===== src/rtl/li_fifo_drain.sv =====
// -----------------------------------------------------------------------------
// li_fifo_drain
//
// Drains an upstream FIFO whose read data arrives READ_LATENCY cycles after
// the dequeue request, and re-presents the words on a valid/ready interface.
// A small skid buffer (BUF_DEPTH = READ_LATENCY + 2 entries) absorbs words that
// are already in flight when the downstream stalls. Requests are issued only
// while a buffer slot is guaranteed for them. Because of this, full-rate
// streaming needs no look at i_ready, and no word is lost under backpressure.
//
// Ports
//   clock        : sole clock, rising edge
//   reset        : asynchronous, active-low reset (shared with upstream FIFO)
//   i_fifo_data  : upstream FIFO read data, valid READ_LATENCY cycles after deq
//   i_fifo_empty : upstream FIFO empty flag
//   o_fifo_deq   : read request to the upstream FIFO (combinational)
//   o_data       : downstream data word, buffer[rd_ptr]
//   o_valid      : o_data holds a word
//   i_ready      : downstream accepts the word this cycle
//   o_error      : sticky, set when a buffer write was attempted while full
// -----------------------------------------------------------------------------
module li_fifo_drain #(
  parameter int DATA_WIDTH   = 32,
  parameter int READ_LATENCY = 2
) (
  input  logic                  clock,
  input  logic                  reset,
  input  logic [DATA_WIDTH-1:0] i_fifo_data,
  input  logic                  i_fifo_empty,
  output logic                  o_fifo_deq,
  output logic [DATA_WIDTH-1:0] o_data,
  output logic                  o_valid,
  input  logic                  i_ready,
  output logic                  o_error
);

  localparam int BUF_DEPTH = READ_LATENCY + 2;
  localparam int PTR_W     = $clog2(BUF_DEPTH);
  // Wide enough for count plus every in-flight bit.
  localparam int CNT_W     = $clog2(BUF_DEPTH + READ_LATENCY + 1);

  logic [READ_LATENCY-1:0] in_flight;
  logic [READ_LATENCY-1:0] in_flight_nxt;
  logic [DATA_WIDTH-1:0]   buffer [BUF_DEPTH];
  logic [PTR_W-1:0]        wr_ptr;
  logic [PTR_W-1:0]        rd_ptr;
  logic [CNT_W-1:0]        count;
  logic [CNT_W-1:0]        in_flight_ones;
  logic [CNT_W-1:0]        credits;
  logic                    wr_req;
  logic                    wr_en;
  logic                    xfer;
  logic                    full;

  function automatic logic [PTR_W-1:0] ptr_inc(input logic [PTR_W-1:0] p);
    return (p == PTR_W'(BUF_DEPTH - 1)) ? '0 : p + 1'b1;
  endfunction

  // Credits: every word already buffered or still travelling from the FIFO.
  always_comb begin
    // NOTE: every variable written in a combinational block gets a default
    // first, so no path leaves it unassigned and no latch is inferred.
    in_flight_ones = '0;
    for (int i = 0; i < READ_LATENCY; i++) begin
      in_flight_ones = in_flight_ones + CNT_W'(in_flight[i]);
    end
    credits = count + in_flight_ones;
  end

  // Gating with reset keeps the request low while reset is held, even though
  // the upstream FIFO may already look non-empty.
  assign o_fifo_deq = reset && !i_fifo_empty && (credits < CNT_W'(BUF_DEPTH));

  assign o_valid = (count != '0);
  assign o_data  = buffer[rd_ptr];

  assign xfer   = o_valid && i_ready;
  assign full   = (count == CNT_W'(BUF_DEPTH));
  assign wr_req = in_flight[READ_LATENCY-1];
  // When full, a same-cycle transfer frees the slot at rd_ptr (== wr_ptr).
  assign wr_en  = wr_req && (!full || xfer);

  always_comb begin
    in_flight_nxt    = in_flight << 1;
    in_flight_nxt[0] = o_fifo_deq;
  end

  // Control state: pointers, occupancy, in-flight tracking and error flag.
  always_ff @(posedge clock or negedge reset) begin
    if (!reset) begin
      in_flight <= '0;
      wr_ptr    <= '0;
      rd_ptr    <= '0;
      count     <= '0;
      o_error   <= 1'b0;
    end else begin
      // NOTE: sequential state uses non-blocking assignments so every flop
      // samples the pre-edge values, independent of statement order.
      in_flight <= in_flight_nxt;
      if (wr_en) wr_ptr <= ptr_inc(wr_ptr);
      if (xfer)  rd_ptr <= ptr_inc(rd_ptr);
      case ({wr_en, xfer})
        2'b10:   count <= count + 1'b1;
        2'b01:   count <= count - 1'b1;
        default: count <= count;
      endcase
      if (wr_req && full && !xfer) o_error <= 1'b1;
    end
  end

  // NOTE: the data storage has no reset; its contents are only observed
  // through o_data while count != 0, so clearing it would buy nothing.
  always_ff @(posedge clock) begin
    if (wr_en) buffer[wr_ptr] <= i_fifo_data;
  end

endmodule

===== config.mk =====
export PLATFORM = sky130hd
export DESIGN_NAME = li_fifo_drain
export DESIGN_NICKNAME = d
export VERILOG_FILES = /design/src/rtl/li_fifo_drain.sv
export SDC_FILE = /design/constraint.sdc
export NUM_CORES = 1
export LEC_CHECK = 0
export BUFFER_PORTS_ARGS = -buffer_cell sky130_fd_sc_hd__buf_2
export CORE_AREA = 2 2 100 102
export CTS_CLUSTER_DIAMETER = 30
export DETAILED_ROUTE_END_ITERATION = 10
export DIE_AREA = 0 0 102 104
export PLACE_DENSITY = 0.88
export SYNTH_ARGS = -nofsm -noshare
export SYNTH_HDL_FRONTEND = slang
export SYNTH_SLANG_ARGS = --single-unit

===== constraint.sdc =====
create_clock -name clock -period 2.3 [get_ports clock]
set_input_delay 0.345 -clock clock [delete_from_list [all_inputs] [get_ports clock]]
set_output_delay 0.345 -clock clock [all_outputs]
set_load 0.01 [all_outputs]

* Yosys cells after proc, flatten, opt, wreduce, memory -nomap -nowiden
Memories as Yosys holds them, arrays and structs flattened. Index checks and enable logic that the tools add are counted.
Storage, ports and cells: register bits after elaboration 10, memory bits (writable) 128, input bits 36, output and inout bits 35, word-level logic and storage cells 35, memories 1
Memories:
- buffer | depth 4, width 32, read ports 1, clocked after Yosys merged registers in 0, write ports 1, RTL line 44 | logic [DATA_WIDTH-1:0] buffer [BUF_DEPTH];
Operators by class: $add $sub $neg 6, $lt $le $gt $ge 1, equal/unequal tests 5, muxes and demuxes 5, reductions and logical operators 12
Operator list (count):
- $eq 2x2->1 const B | 3
- $logic_and 1x1->1 | 6
- $pmux 3 s2 | 1
- $add 2x1->2 const B | 2
- $mux 2 | 2
- $add 3x1->3 const B | 1
- $add 3x2->3 | 1
- $eq 3x3->1 const B | 1
- $logic_not 1->1 | 3
- $lt 3x3->1 const B | 1
- $reduce_bool 3->1 | 1
- $sub 3x1->3 const B | 1
- $add 1x1->2 | 1
- $eq 2x1->1 const B | 1
- $mux 1 | 2
- $reduce_bool 2->1 | 1
- $logic_or 1x1->1 | 1

* Longest topological paths before layout
depth after elaboration 6, mapped depth 7, gate-level depth less buffers 6

* Worst setup path after synthesis
Ideal clock, no wire load.
path type flip-flop to flip-flop, start register count[2], end memory buffer[0][0], enable pin, library setup time 0.392 ns, arrival 1.655 ns, required time 1.908 ns, setup slack 0.252 ns, cell stages (with the launch flop) 5, buffers on the path 1, clock period less this slack 2.048 ns, cell sequence dfrtp_1 -> clkbuf_2 -> nor4b_4 -> nor2b_2 -> and2_1
Between the ends: word-level cells in the longest chain between the ends 6, elaborated cells on any way between the ends 8, those cells by class eq/ne (1); mux (2); reduce/logical (5)
Ends and longest elaborated chain:
- from (decl) | RTL line 47 | logic [CNT_W-1:0] count;
- from (signal assigned) | RTL line 103 | 2'b10: count <= count + 1'b1;
- from (signal assigned) | RTL line 104 | 2'b01: count <= count - 1'b1;
- from (signal assigned) | RTL line 105 | default: count <= count;
- $eq 3x3->1 / $reduce_bool 3->1 (equally long branches) | RTL line 78, 74
- $logic_not 1->1 / $logic_and 1x1->1 (equally long branches) | RTL line 81, 77
- $logic_or 1x1->1 (*) | RTL line 81 | assign wr_en = wr_req && (!full || xfer);
- $logic_and 1x1->1 (*) | RTL line 81
- $mux 1 (*) | RTL line 114 | if (wr_en) buffer[wr_ptr] <= i_fifo_data;
- $mux 1 (not written as such) (*) | RTL line 114
- to (decl) | RTL line 44
Mark *: on every way between the ends. The rest lies on a longest branch, timed or not.

* Worst setup path after layout
start register rd_ptr[0], end output o_data[1]
Between the ends: word-level cells in the longest chain between the ends 1
Ends and longest elaborated chain:
- from (decl) | RTL line 46 | logic [PTR_W-1:0] rd_ptr;
- from (signal assigned) | RTL line 101 | if (xfer) rd_ptr <= ptr_inc(rd_ptr);
- $mem_v2 4x32
- to (decl) | RTL line 31 | output logic [DATA_WIDTH-1:0] o_data,
Every way passes these cells.

==> reports/summary.txt <==
Die area: 0.0106 mm^2
Yosys top cell area share: 0.731
Vias in the first global route: 2672
Post-synthesis sequential area ratio: 0.779
Leading area contributor after synthesis: edfxtp_1
Yosys reg bits: 138
Worst slew pin tran: 399 ps
Final Cycle Share: 0.957
Initial antenna violation count: 0
Peak supply drop: 0.000759 V
CTS clk-pin slew, worst paths: 60 ps
DRT Wirelength: 8840 um
Worst hold start: i_fifo_data[26]
RSZ-0062 raised after global routing: no
Layout cells sized above 1: 0.480
FF-to-FF path depth: 6
Row count: 36
First-pass GRT wire length: 14100 um
R2r startpoint: count[1]
Grt ovf: 0
GRT Total Usage: 0.184
Leak: 2.28 nW
Count of cell types in the netlist: 31
Final cell count without fillers: 464
Synth Cell Area: 0.00526 mm^2
Max-Cap Viols: 0
Area of the multi-input gates: 0.00110 mm^2
Setup ws final: 99.7 ps
Critical path capture point type: output port
Pre-CTS WS: 233 ps
CP arrival: 1860 ps
Critical path required time: 1960 ps
Die H: 104 um
IO Pins: 71
Total negative setup slack: 0 ps
Antenna Nets Post-Route: 0
NumNets Final: 362
Status: finished clean
Area contributors post-synth: edfxtp_1, mux4_2, dfrtp_1, ha_1, xor2_1
# fillers: 645
Max clock buf depth: 2
Fin. max-slew vios: 0
Initial DRC Count: 184
Ys async rst share: 0.0725
Relative slew slack: 0.734
Post-DP Area: 0.00583 mm^2
Syn. warnings: 0
Hold Path Depth: 1
DP HPWL: 5630 um
Endpoint of the worst register-to-register path: count[2]
Crit start category: flip-flop
Clock sinks: 138
Final Hold Vio Count: 0
Syn Nets: 270
Hold Slack: 46.1 ps
Number of flops mapped to enable cells by yosys: 128
Utilization after layout: 0.673
CTS buffer count: 17
CTS Root Cell: clkbuf_8
Placed Cells: 431
TritonCTS clock tree: yes
Mapped Cells: 227
WL/cell: 19.1 um
Largest net degree at the start of global routing: 21
Crit Path Category: flip-flop to output port
Htree depth: 4
Port Buffers: 70
# DRC: 0
Skew-Pair Late Insertion Delay: 510 ps
Drt via density: 5.33
Endpoint, Worst Hold: buffer[1][26]
Vias: 2471
Critical Path Fanout Max: 18
Drt pass-1 iters: 4
Tot Pwr: 7.73 mW
GPL Wtd Cong: 0.806
Power per cell area: 1200 mW/mm^2
Count leader, synth: edfxtp_1
Highest Clock Rate: 454 MHz
Die width: 102 um
Min Tclk post-route: 2200 ps
Final instance area: 0.00643 mm^2
Initial Util: 0.551
Hold WC Path Type: input port to flip-flop
Setup slack, reg-to-reg: 300 ps
Post-synth top cells: edfxtp_1, mux4_2, dfrtp_1, ha_1, inv_1
N_diodes: 0
Main synth FF type: edfxtp_1
Core area: 0.00955 mm^2
Area Overhead vs Synth: 22.3%
Worst Clk Skew: 6.86 ps
Synth Area per Inst: 23.2 um^2
Sequential Area: 0.00410 mm^2
Final setup vio count: 0
[placed cells by master (no fill, tap or decap), types with 3 or more instances in the layout]
| master | count |
|---|---|
| xor2_1 | 3 |
| inv_1 | 6 |
| and2_2 | 4 |
| buf_4 | 8 |
| dfrtp_1 | 7 |
| ha_1 | 6 |
| clkinv_2 | 6 |
| clkinvlp_4 | 3 |
| clkbuf_16 | 16 |
| buf_2 | 70 |
| mux4_2 | 32 |
| edfxtp_1 | 128 |
[final cells by class]
type                    count  share of cell area
clock inverters            13              0.0202
well taps                 133              0.0259
flip-flops and latches    138               0.638
clock buffers              18              0.0650
repair buffers             83              0.0763
multi-input cells          73               0.171
inverters                   6             0.00350
[sequential cells by signal (all words and copies together), names as in the netlist]
name / flops
buffer: 128
rd_ptr: 2
in_flight: 2
wr_ptr: 2
count: 3
o_error: 1
[how the worst max path moves through the flow]
| stage | start | to | slack (ps) | cells past startpoint |
|---|---|---|---|---|
| floorplan | count[2] | buffer[0][0] | 250 | 4 |
| global placement | i_ready | count[2] | 320 | 7 |
| CTS | count[0] | o_fifo_deq | 20 | 5 |
| detailed placement | i_ready | count[2] | 230 | 7 |
| global route | rd_ptr[0] | o_data[1] | 5 | 3 |
| finish | rd_ptr[0] | o_data[1] | 100 | 3 |
[metal layers]
| metal | wire length, um | GRT usage |
|---|---|---|
| met3 | 498 | 0.0679 |
| met4 | 157 | 0.0714 |
| met1 | 3630 | 0.240 |
| met5 | 0 | 0 |
| met2 | 4550 | 0.285 |
[cell families (layout without fill, tap and decap cells)]
family,Yosys count,after routing,share of synthesized area
DFF,138,138,0.779
muxes,36,36,0.146
and+or+nand+nor,18,18,0.0240
buffers and inverters,16,120,0.0148
AOI/OAI and AO/OA,9,9,0.0138
adders and majority gates,7,7,0.0181
xor gates and xnor gates,3,3,0.00500
[where the power goes]
part | leakage, nW | switching [mW] | internal, mW
sequential | 1.28 | 0.189 | 3.02
combinational | 0.738 | 0.982 | 1.06
clock | 0.266 | 0.952 | 1.52
[critical path: stages, from the launching register on]
cell     delay, ps
dfrtp_2        400
buf_8          230
mux4_2         560
buf_2          160
[timing repair]
| item | 4_1_cts | 5_1_grt |
|---|---|---|
| pin swaps | 1 | 0 |
| hold buffers | 1 | 0 |
| setup buffers | 0 | 1 |
| endpoints found under the hold margin | 10 | 0 |
| setup endpoints to repair | 24 | 9 |
| gates resized for setup | 3 | 6 |
(Power assumes the default switching activity.)
